## src/rtl/uart_echo.sv

```systemverilog
// 8N1 UART receiver and transmitter: each well-framed received byte is shown on
// active-low LEDs and echoed back on uart_tx at the same bit rate.
module uart_echo #(
    parameter int unsigned DELAY_FRAMES = 234
) (
    input  logic       clk,
    input  logic       btn,
    input  logic       uart_rx,
    output logic       uart_tx,
    output logic [5:0] led
);

    typedef logic [7:0] cnt_t;

    localparam cnt_t HALF_LAST = cnt_t'(DELAY_FRAMES / 2 - 1);
    localparam cnt_t BIT_LAST  = cnt_t'(DELAY_FRAMES - 1);

    typedef enum logic [2:0] {
        RX_IDLE,
        RX_START,
        RX_DATA,
        RX_STOP,
        RX_DONE
    } rx_state_e;

    typedef enum logic [1:0] {
        TX_IDLE,
        TX_START,
        TX_DATA,
        TX_STOP
    } tx_state_e;

    logic       rx_meta_q;
    logic       rx_sync_q;

    rx_state_e  rx_state_q, rx_state_d;
    cnt_t       rx_cnt_q, rx_cnt_d;
    logic [2:0] rx_idx_q, rx_idx_d;
    logic [7:0] rx_shift_q, rx_shift_d;
    logic [5:0] led_q, led_d;
    logic       pend_q, pend_d;
    logic [7:0] pend_byte_q, pend_byte_d;
    logic       rx_done;

    tx_state_e  tx_state_q, tx_state_d;
    cnt_t       tx_cnt_q, tx_cnt_d;
    logic [2:0] tx_idx_q, tx_idx_d;
    logic [7:0] tx_shift_q, tx_shift_d;
    logic       tx_q, tx_d;
    logic       tx_load;
    logic       tx_bit_end;

    assign uart_tx    = tx_q;
    assign led        = led_q;
    assign tx_bit_end = (tx_cnt_q == BIT_LAST);

    // ---------------- receive side ----------------
    always_ff @(posedge clk) begin
        if (!btn) begin
            rx_meta_q   <= 1'b1;
            rx_sync_q   <= 1'b1;
            rx_state_q  <= RX_IDLE;
            rx_cnt_q    <= '0;
            rx_idx_q    <= '0;
            rx_shift_q  <= '0;
            led_q       <= '1;
            pend_q      <= 1'b0;
            pend_byte_q <= '0;
        end else begin
            rx_meta_q   <= uart_rx;
            rx_sync_q   <= rx_meta_q;
            rx_state_q  <= rx_state_d;
            rx_cnt_q    <= rx_cnt_d;
            rx_idx_q    <= rx_idx_d;
            rx_shift_q  <= rx_shift_d;
            led_q       <= led_d;
            pend_q      <= pend_d;
            pend_byte_q <= pend_byte_d;
        end
    end

    always_comb begin
        rx_state_d = rx_state_q;
        case (rx_state_q)
            RX_IDLE:  if (!rx_sync_q) rx_state_d = RX_START;
            RX_START: if (rx_cnt_q == HALF_LAST) rx_state_d = rx_sync_q ? RX_IDLE : RX_DATA;
            RX_DATA:  if (rx_cnt_q == BIT_LAST && rx_idx_q == 3'd7) rx_state_d = RX_STOP;
            RX_STOP:  if (rx_cnt_q == BIT_LAST) rx_state_d = rx_sync_q ? RX_DONE : RX_IDLE;
            RX_DONE:  rx_state_d = RX_IDLE;
            default:  rx_state_d = RX_IDLE;
        endcase
    end

    always_comb begin
        rx_cnt_d   = rx_cnt_q + 8'd1;
        rx_idx_d   = rx_idx_q;
        rx_shift_d = rx_shift_q;
        led_d      = led_q;
        rx_done    = 1'b0;
        case (rx_state_q)
            RX_IDLE: rx_cnt_d = '0;
            RX_START: begin
                if (rx_cnt_q == HALF_LAST) begin
                    rx_cnt_d = '0;
                    rx_idx_d = '0;
                end
            end
            RX_DATA: begin
                if (rx_cnt_q == BIT_LAST) begin
                    rx_cnt_d   = '0;
                    rx_idx_d   = rx_idx_q + 3'd1;
                    rx_shift_d = {rx_sync_q, rx_shift_q[7:1]};
                end
            end
            RX_STOP: if (rx_cnt_q == BIT_LAST) rx_cnt_d = '0;
            RX_DONE: begin
                rx_cnt_d = '0;
                led_d    = ~rx_shift_q[5:0];
                rx_done  = 1'b1;
            end
            default: rx_cnt_d = '0;
        endcase
    end

    // A newly received byte wins the single pending slot; the transmitter takes
    // the old slot contents if it loads on that same cycle.
    always_comb begin
        pend_d      = pend_q;
        pend_byte_d = pend_byte_q;
        if (tx_load) pend_d = 1'b0;
        if (rx_done) begin
            pend_d      = 1'b1;
            pend_byte_d = rx_shift_q;
        end
    end

    // ---------------- transmit side ----------------
    always_ff @(posedge clk) begin
        if (!btn) begin
            tx_state_q <= TX_IDLE;
            tx_cnt_q   <= '0;
            tx_idx_q   <= '0;
            tx_shift_q <= '0;
            tx_q       <= 1'b1;
        end else begin
            tx_state_q <= tx_state_d;
            tx_cnt_q   <= tx_cnt_d;
            tx_idx_q   <= tx_idx_d;
            tx_shift_q <= tx_shift_d;
            tx_q       <= tx_d;
        end
    end

    always_comb begin
        tx_state_d = tx_state_q;
        case (tx_state_q)
            TX_IDLE:  if (pend_q) tx_state_d = TX_START;
            TX_START: if (tx_bit_end) tx_state_d = TX_DATA;
            TX_DATA:  if (tx_bit_end && tx_idx_q == 3'd7) tx_state_d = TX_STOP;
            TX_STOP:  if (tx_bit_end) tx_state_d = pend_q ? TX_START : TX_IDLE;
            default:  tx_state_d = TX_IDLE;
        endcase
    end

    // The line level is registered from the next state so uart_tx never glitches.
    always_comb begin
        tx_cnt_d   = tx_cnt_q + 8'd1;
        tx_idx_d   = tx_idx_q;
        tx_shift_d = tx_shift_q;
        tx_load    = 1'b0;
        case (tx_state_q)
            TX_IDLE: begin
                tx_cnt_d = '0;
                if (pend_q) begin
                    tx_shift_d = pend_byte_q;
                    tx_load    = 1'b1;
                end
            end
            TX_START: begin
                if (tx_bit_end) begin
                    tx_cnt_d = '0;
                    tx_idx_d = '0;
                end
            end
            TX_DATA: begin
                if (tx_bit_end) begin
                    tx_cnt_d = '0;
                    tx_idx_d = tx_idx_q + 3'd1;
                    if (tx_idx_q != 3'd7) tx_shift_d = {1'b0, tx_shift_q[7:1]};
                end
            end
            TX_STOP: begin
                if (tx_bit_end) begin
                    tx_cnt_d = '0;
                    if (pend_q) begin
                        tx_shift_d = pend_byte_q;
                        tx_load    = 1'b1;
                    end
                end
            end
            default: tx_cnt_d = '0;
        endcase

        case (tx_state_d)
            TX_START: tx_d = 1'b0;
            TX_DATA:  tx_d = tx_shift_d[0];
            default:  tx_d = 1'b1;
        endcase
    end

endmodule

```

## config.mk

```make
export PLATFORM = sky130hd
export DESIGN_NAME = uart_echo
export DESIGN_NICKNAME = d
export VERILOG_FILES = /design/src/rtl/uart_echo.sv
export SDC_FILE = /design/constraint.sdc
export NUM_CORES = 1
export LEC_CHECK = 0
export CELL_PAD_IN_SITES_DETAIL_PLACEMENT = 1
export CELL_PAD_IN_SITES_GLOBAL_PLACEMENT = 1
export CORE_MARGIN = 4
export CORE_UTILIZATION = 49
export DETAILED_ROUTE_END_ITERATION = 8
export DONT_BUFFER_PORTS = 1
export PLACE_DENSITY = 0.82
export SLEW_MARGIN = 10
export SYNTH_ARGS = -nofsm -noshare
export SYNTH_HDL_FRONTEND = slang
export SYNTH_SLANG_ARGS = --single-unit
```

## constraint.sdc

```tcl
create_clock -name clk -period 2.6 [get_ports clk]
set_input_delay 0.13 -clock clk [delete_from_list [all_inputs] [get_ports clk]]
set_output_delay 0.13 -clock clk [all_outputs]
set_load 0.1 [all_outputs]
```

==> summary.md, run 1 <==
| Metric | Value |
|---|---|
| WS Path Type | flip-flop to flip-flop |
| Setup Viol. Count Final | 0 |
| Crit end category | flip-flop |
| Final worst slack | slightly below 400 ps |
| Worst-case clock buffer depth | 2 |
| Ant. Diodes | 0 |
| P_int | 1.40 mW |
| Status | finished clean |
| IO Port Bufs | 0 |
| Mapped Area | 2810 sq um |
| Gr usage total | 18.9% |
| Synth cell types | 51 |
| Fmax | 0.454 GHz |
| Die Wd | 83.7 microns |
| Placer Congestion | 0.792 |
| Die H | 83.7 microns |
| Switching part of the total | a little under a quarter |
| Synth-to-Final Area Change | 11.6% |
| Main flop type after synthesis | dfxtp_1 |
| Largest net degree at the start of global routing | 43 |
| H-tree levels | 3 |
| I/O pins | 10 |
| Routed Antenna Nets | 0 |
| Worst-Skew Late Latency | around 340 ps |
| Die area | 7010 sq um |
| NetSw | 412 uW |
| Post-synth top area cell | dfxtp_1 |
| Max IR drop VDD | roughly 0.00033 V |
| Wirelength per Cell | 15.8 microns |
| Vias/cell | 5.46 |
| Cell Chain, Critical Path | inv_1 -> ha_1 -> or3_1 -> a32o_1 -> a2bb2oi_1 -> nand3_1 -> o41a_1 |
| Worst-path clk slew | about 70 ps |
| CP Launch Type | flip-flop |
| Clock share of power | 46.6% |
| Pre-CTS setup slack | ~410 ps |
| Routed wire length | slightly above 6 mm |
| PwrDens | 577 nW/um^2 |
| Required time of the critical path | about 2800 ps |
| Clock sinks | between 60 and 70 |
| Mapped Cells | 299 |
| Layout cells sized above 1 | a little over a tenth |
| CTS tree | yes |
| Clock Tree Root | clkbuf_8 |
| Mapped Nets | 316 |
| Layout filler cell count | around 640 |
| Final min period | approximately 2200 ps |
| Post-layout net count | about 330 |
| Area of the multi-input gates | 1490 sq um |
| Num rows | 27 |
| Pwr Total | roughly 1.8 mW |
| Setup Total Neg Slack | 0 ps |
| Leak pwr | 1.20 nW |
| Min-Delay Path Class | input pin to flip-flop |
| CTS resizes | 0 |
| Worst Path Arrival | 2430 ps |
| Cts bufs inserted | 9 |
| Tcrit/Tclk final | 84.7% |
| Asr flop ratio synth | 0% |
| Post-synth EDFFs | 0 |
| RSZ-0062 raised after global routing | false |
| Seq cells post-synth | 61 |
| Max-slew headroom | 38.0% |
| Register area share after synthesis | roughly 43% |
| Sequential share of power | 52.0% |
| First-pass GRT wire length | 10.8 mm |
| Hpwl dp | 4.03 mm |
| Initial core utilization | between 50% and 60% |
| Synth Area per Inst | 9.40 sq um |
| Clock skew | a little over 9 ps |
| Number of global-route vias before repair | roughly 2.2k |
| CP max stage cell | dfxtp_1 |
| Area of the core | 5540 sq um |
| Gate power share | 1.5% |
| DR iter-0 viols | 48 |
| Vias | 2109 |
| Gr ovfl total | 0 |
| Slew Viols, Final | 0 |
| Syn. warnings | 0 |
| Synth top area cells | dfxtp_1 43%, ha_1 6.2%, mux2i_1 5.3% |
| Reg area | 1220 sq um |
| Drt pass-1 iters | 4 |
| Yosys top cell area share | between 40% and 50% |
| Max incr delay on CP | 420 ps |
| Initial antenna violation count | 0 |
| Max Cap Violations | 0 |
| DRC violation count after routing | 0 |
| Final hold vios | 0 |
| Worst slew pin tran | 928 ps |
| CP max FO | 8 |
placed cells by master, fill, tap and decap left out, types with 2 or more instances in the layout:
cell type   n
clkinv_2    2
ha_1       14
mux2i_1    15
and4b_1     2
nand2b_1    5
nand2_1    36
xor2_1      9
inv_1       8
a211oi_1    3
nand3b_1    5
buf_4      10
a32oi_1     2
o211ai_1    6
nand4_1     4
o21ai_0     9
nor2b_1    13
a21boi_0    9
nor2_1     23
o211a_1     6
clkbuf_8    9
a21boi_1    5
xnor2_1     3
dfxtp_1    61
and3_1      2
and2_1      2
a31oi_1     3
nor3b_2     2
a21oi_1     3
inv_6       2
or3b_1      3
nor3_1      4
nand3_1     9
state kept, by name, indices dropped and copies added, names as in the netlist:
name / flops
rx_sync_q: 1
tx_idx_q: 3
rx_shift_q: 8
rx_meta_q: 1
tx_cnt_q: 8
rx_state_q: 3
pend_byte_q: 8
rx_idx_q: 3
led: 6
uart_tx: 1
pend_q: 1
rx_cnt_q: 8
tx_shift_q: 8
tx_state_q: 2
routing by layer:
layer,wire length [microns],vias to the layer above,GRT usage (%)
met4,82,0,7.46
met1,2820,1012,24.3
li1,-,1064,-
met2,2980,26,30.2
met3,217,7,5.13
met5,0,-,0
final timing paths:
path,startpoint,cells after the start,endpoint,slack [ps]
worst min-delay path,btn,2,rx_state_q[0]$_SDFFE_PN0P_,20
worst max-delay path,tx_state_q[0]$_SDFF_PN0_,7,uart_tx$_SDFF_PN1_,400
worst min register to register,rx_meta_q$_SDFF_PN1_,1,rx_sync_q$_SDFF_PN1_,420
worst max register to register,tx_state_q[0]$_SDFF_PN0_,7,uart_tx$_SDFF_PN1_,400
power groups by stage:
stage	registers, mW	logic, mW	clock network, mW
floorplan	0.961	0.0198	0
global placement	0.961	0.0136	0
detailed placement	0.962	0.0141	0
CTS	0.940	0.0267	0.865
global route	0.940	0.0298	0.916
finish	0.940	0.0265	0.842
cell families after synthesis:
logic type,synth area share [%]
AND/OR/NAND/NOR,22.8
multiplexers,5.34
XOR/XNOR,3.74
buffers and inverters,3.47
adder cells (fa/ha/maj),6.23
flip-flops,43.4
AO/OA/AOI/OAI,15.0
cell usage after synthesis (all sizes together), types with 6 or more instances:
cell,number
o211ai,6
dfxtp,61
clkbuf,8
xor2,9
o211a,6
inv,8
o21ai,10
nor2,23
nand3,9
nor2b,13
nand2,36
mux2i,15
a21boi,14
ha,14
final cells by class:
type                    count  share of cell area, %
well taps                  72                   2.87
clock buffers               9                   3.95
repair buffers             12                   3.35
flip-flops and latches     61                   38.9
clock inverters             7                   2.35
inverters                   8                  0.957
multi-input cells         217                   47.6
per-stage QoR:
stage,utilization (%),instance area (sq um),instances,hold slack (ps)
global placement,52.5,2910,368,203
floorplan,-,2810,299,231
finish,56.6,3140,386,19.4
detailed placement,52.5,2910,368,206
CTS,56.6,3140,386,13.8
global route,56.6,3140,386,31.5
worst max-delay path: cells and delay by family, from the launching register on:
family | cells | cell delay [ps]
AOI/OAI and AO/OA | 3 | 760
and+or+nand+nor | 2 | 490
DFF | 1 | 420
adders and majority gates | 1 | 300
buffers and inverters | 1 | 120
timing repair:
action                    CTS  global route
setup buffers               0             0
hold endpoints to repair   42             0
hold buffers                2             0
Power figures use the tool's default switching activity.
==> run 2, diff against run 1 <==
Clock period 2.6 ns to 2.05 ns, I/O delays scaled along.
==> summary.md, run 2 (synthesis results as in run 1) <==
| Metric | Value |
|---|---|
| Die H | 83.7 microns |
| Worst-Skew Late Latency | 350 ps |
| Switching part of the total | 22.3% |
| Vias | around 2.1k |
| Worst slew pin tran | 372 ps |
| CTS tree | yes |
| Setup slack, reg-to-reg | 90 ps |
| Min-Delay Path Class | input pin to flip-flop |
| Leading cell type in the layout, fill and taps excluded | dfxtp_1 |
| Most frequent cells in the layout | 60 x dfxtp_1, 36 x nand2_1, 23 x nor2_1 |
| Hpwl dp | 3.98 mm |
| Setup bufs post-CTS | 0 |
| Max-slew headroom | 74.9% |
| Die area | 7010 sq um |
| Crit end category | flip-flop |
| Worst r2r path cells | 7 |
| Die Wd | approximately 84 microns |
| Tcrit/Tclk final | 95.5% |
| Drt pass-1 iters | 4 |
| H-tree levels | 3 |
| RSZ-0062 raised after global routing | false |
| Routed Antenna Nets | 0 |
| Final hold vios | 0 |
| Initial antenna violation count | 0 |
| Final min period | 1960 ps |
| CP Launch Type | flip-flop |
| Sequential share of power | 48.6% |
| Placer Congestion | 0.743 |
| Gate power share | 1.5% |
| Worst-path clk slew | 80 ps |
| Number of global-route vias before repair | 2239 |
| Layout filler cell count | approximately 650 |
| Area of the core | 5540 sq um |
| DR iter-0 viols | 87 |
| IO Port Bufs | 0 |
| Fmax | 0.511 GHz |
| Worst Path Arrival | 2190 ps |
| Synth-to-Final Area Change | 15.2% |
| Post-layout net count | between 300 and 400 |
| DRC violation count after routing | 0 |
| Area post-placement | 2950 sq um |
| Leak pwr | 1.25 nW |
| WS Path Type | flip-flop to flip-flop |
| Routed wire length | approximately 6.1 mm |
| CP max FO | 5 |
| Clock Tree Root | clkbuf_8 |
| Vias/cell | around 5.4 |
| First-pass GRT wire length | 10.9 mm |
| Clock sinks | 61 |
| Initial core utilization | just over 50% |
| I/O pins | 10 |
| Num rows | 27 |
| Wirelength per Cell | 15.4 microns |
| NetSw | 547 uW |
| Gr ovfl total | 0 |
| Layout Cell Area excl Fill | 3240 sq um |
| P_int | ~1.9 mW |
| Largest net degree at the start of global routing | 44 |
| Ant. Diodes | 0 |
| Status | finished clean |
| Max IR drop VDD | 0.000643 V |
| Worst hold stages | 2 |
| Cts bufs inserted | 9 |
| Setup Total Neg Slack | 0 ps |
| Clock skew | 9.11 ps |
| Layout cells sized above 1 | 13.4% |
| Clock share of power | 49.9% |
| Worst-case clock buffer depth | 2 |
| Slew Viols, Final | 0 |
| Max Cap Violations | 0 |
| Required time of the critical path | 2290 ps |
| Setup Viol. Count Final | 0 |
| Gr usage total | 19.4% |
| PwrDens | 757 nW/um^2 |
run 2: cell count changes in the layout (fill, tap and decap cells not counted), moves of 2 or more:
cell,delta
clkinv_2,-2
dlygate4sd3_1,+2
inv_6,+2
buf_4,+6
run 2: final timing paths:
path / startpoint / to
max reg2reg: tx_state_q[0]$_SDFF_PN0_ / uart_tx$_SDFF_PN1_
min reg2reg: rx_meta_q$_SDFF_PN1_ / rx_sync_q$_SDFF_PN1_
max: tx_state_q[0]$_SDFF_PN0_ / uart_tx$_SDFF_PN1_
min: btn / uart_tx$_SDFF_PN1_
run 2: repair_timing:
action	CTS	global route
resized for setup	0	3
endpoints found under the hold margin	45	0
endpoints found under the setup margin	0	2
hold buffers	4	0
run 2: area by class of cell:
class / instances / area (sq um) / area share, %
well taps: 72 / 90.1 / 2.78
inverters: 8 / 30.0 / 0.927
flip-flops and latches: 61 / 1220 / 37.8
repair buffers: 20 / 170 / 5.26
clock inverters: 7 / 103 / 3.17
multi-input cells: 217 / 1500 / 46.3
clock buffers: 9 / 124 / 3.83
run 2: layer usage:
layer / track usage (%) / wire length, microns
met1: 24.3 / 2890
met2: 31.5 / 2920
met3: 5.43 / 155
met4: 7.89 / 101
met5: 0 / 0
run 2: stage by stage:
step / hold slack (ps) / setup slack (ps) / cells / util (%) / power [mW]
2_1_floorplan: 204 / 27.1 / 299 / - / 1.24
3_3_place_gp: 175 / 97.9 / 374 / 53.3 / 1.24
3_5_place_dp: 178 / 58.5 / 374 / 53.3 / 1.24
4_1_cts: 32.0 / 22.9 / 394 / 58.3 / 2.49
5_1_grt: 48.3 / 4.60 / 394 / 58.4 / 2.54
6_report: 50.1 / 91.8 / 394 / 58.4 / 2.45
run 2: power by group through the flow:
stage	Clock [mW]	Combinational [mW]	Sequential, mW
2_1_floorplan	0	0.0251	1.22
3_3_place_gp	0	0.0173	1.22
3_5_place_dp	0	0.0181	1.22
4_1_cts	1.26	0.0365	1.19
5_1_grt	1.31	0.0408	1.19
6_report	1.22	0.0361	1.19
run 2: critical path: stages, from the launching register on:
cell       delay, ps
dfxtp_2          370
inv_1             90
ha_1             220
or3_1            350
a32o_1           210
a2bb2oi_1        210
nand3_1          100
o41a_1           310
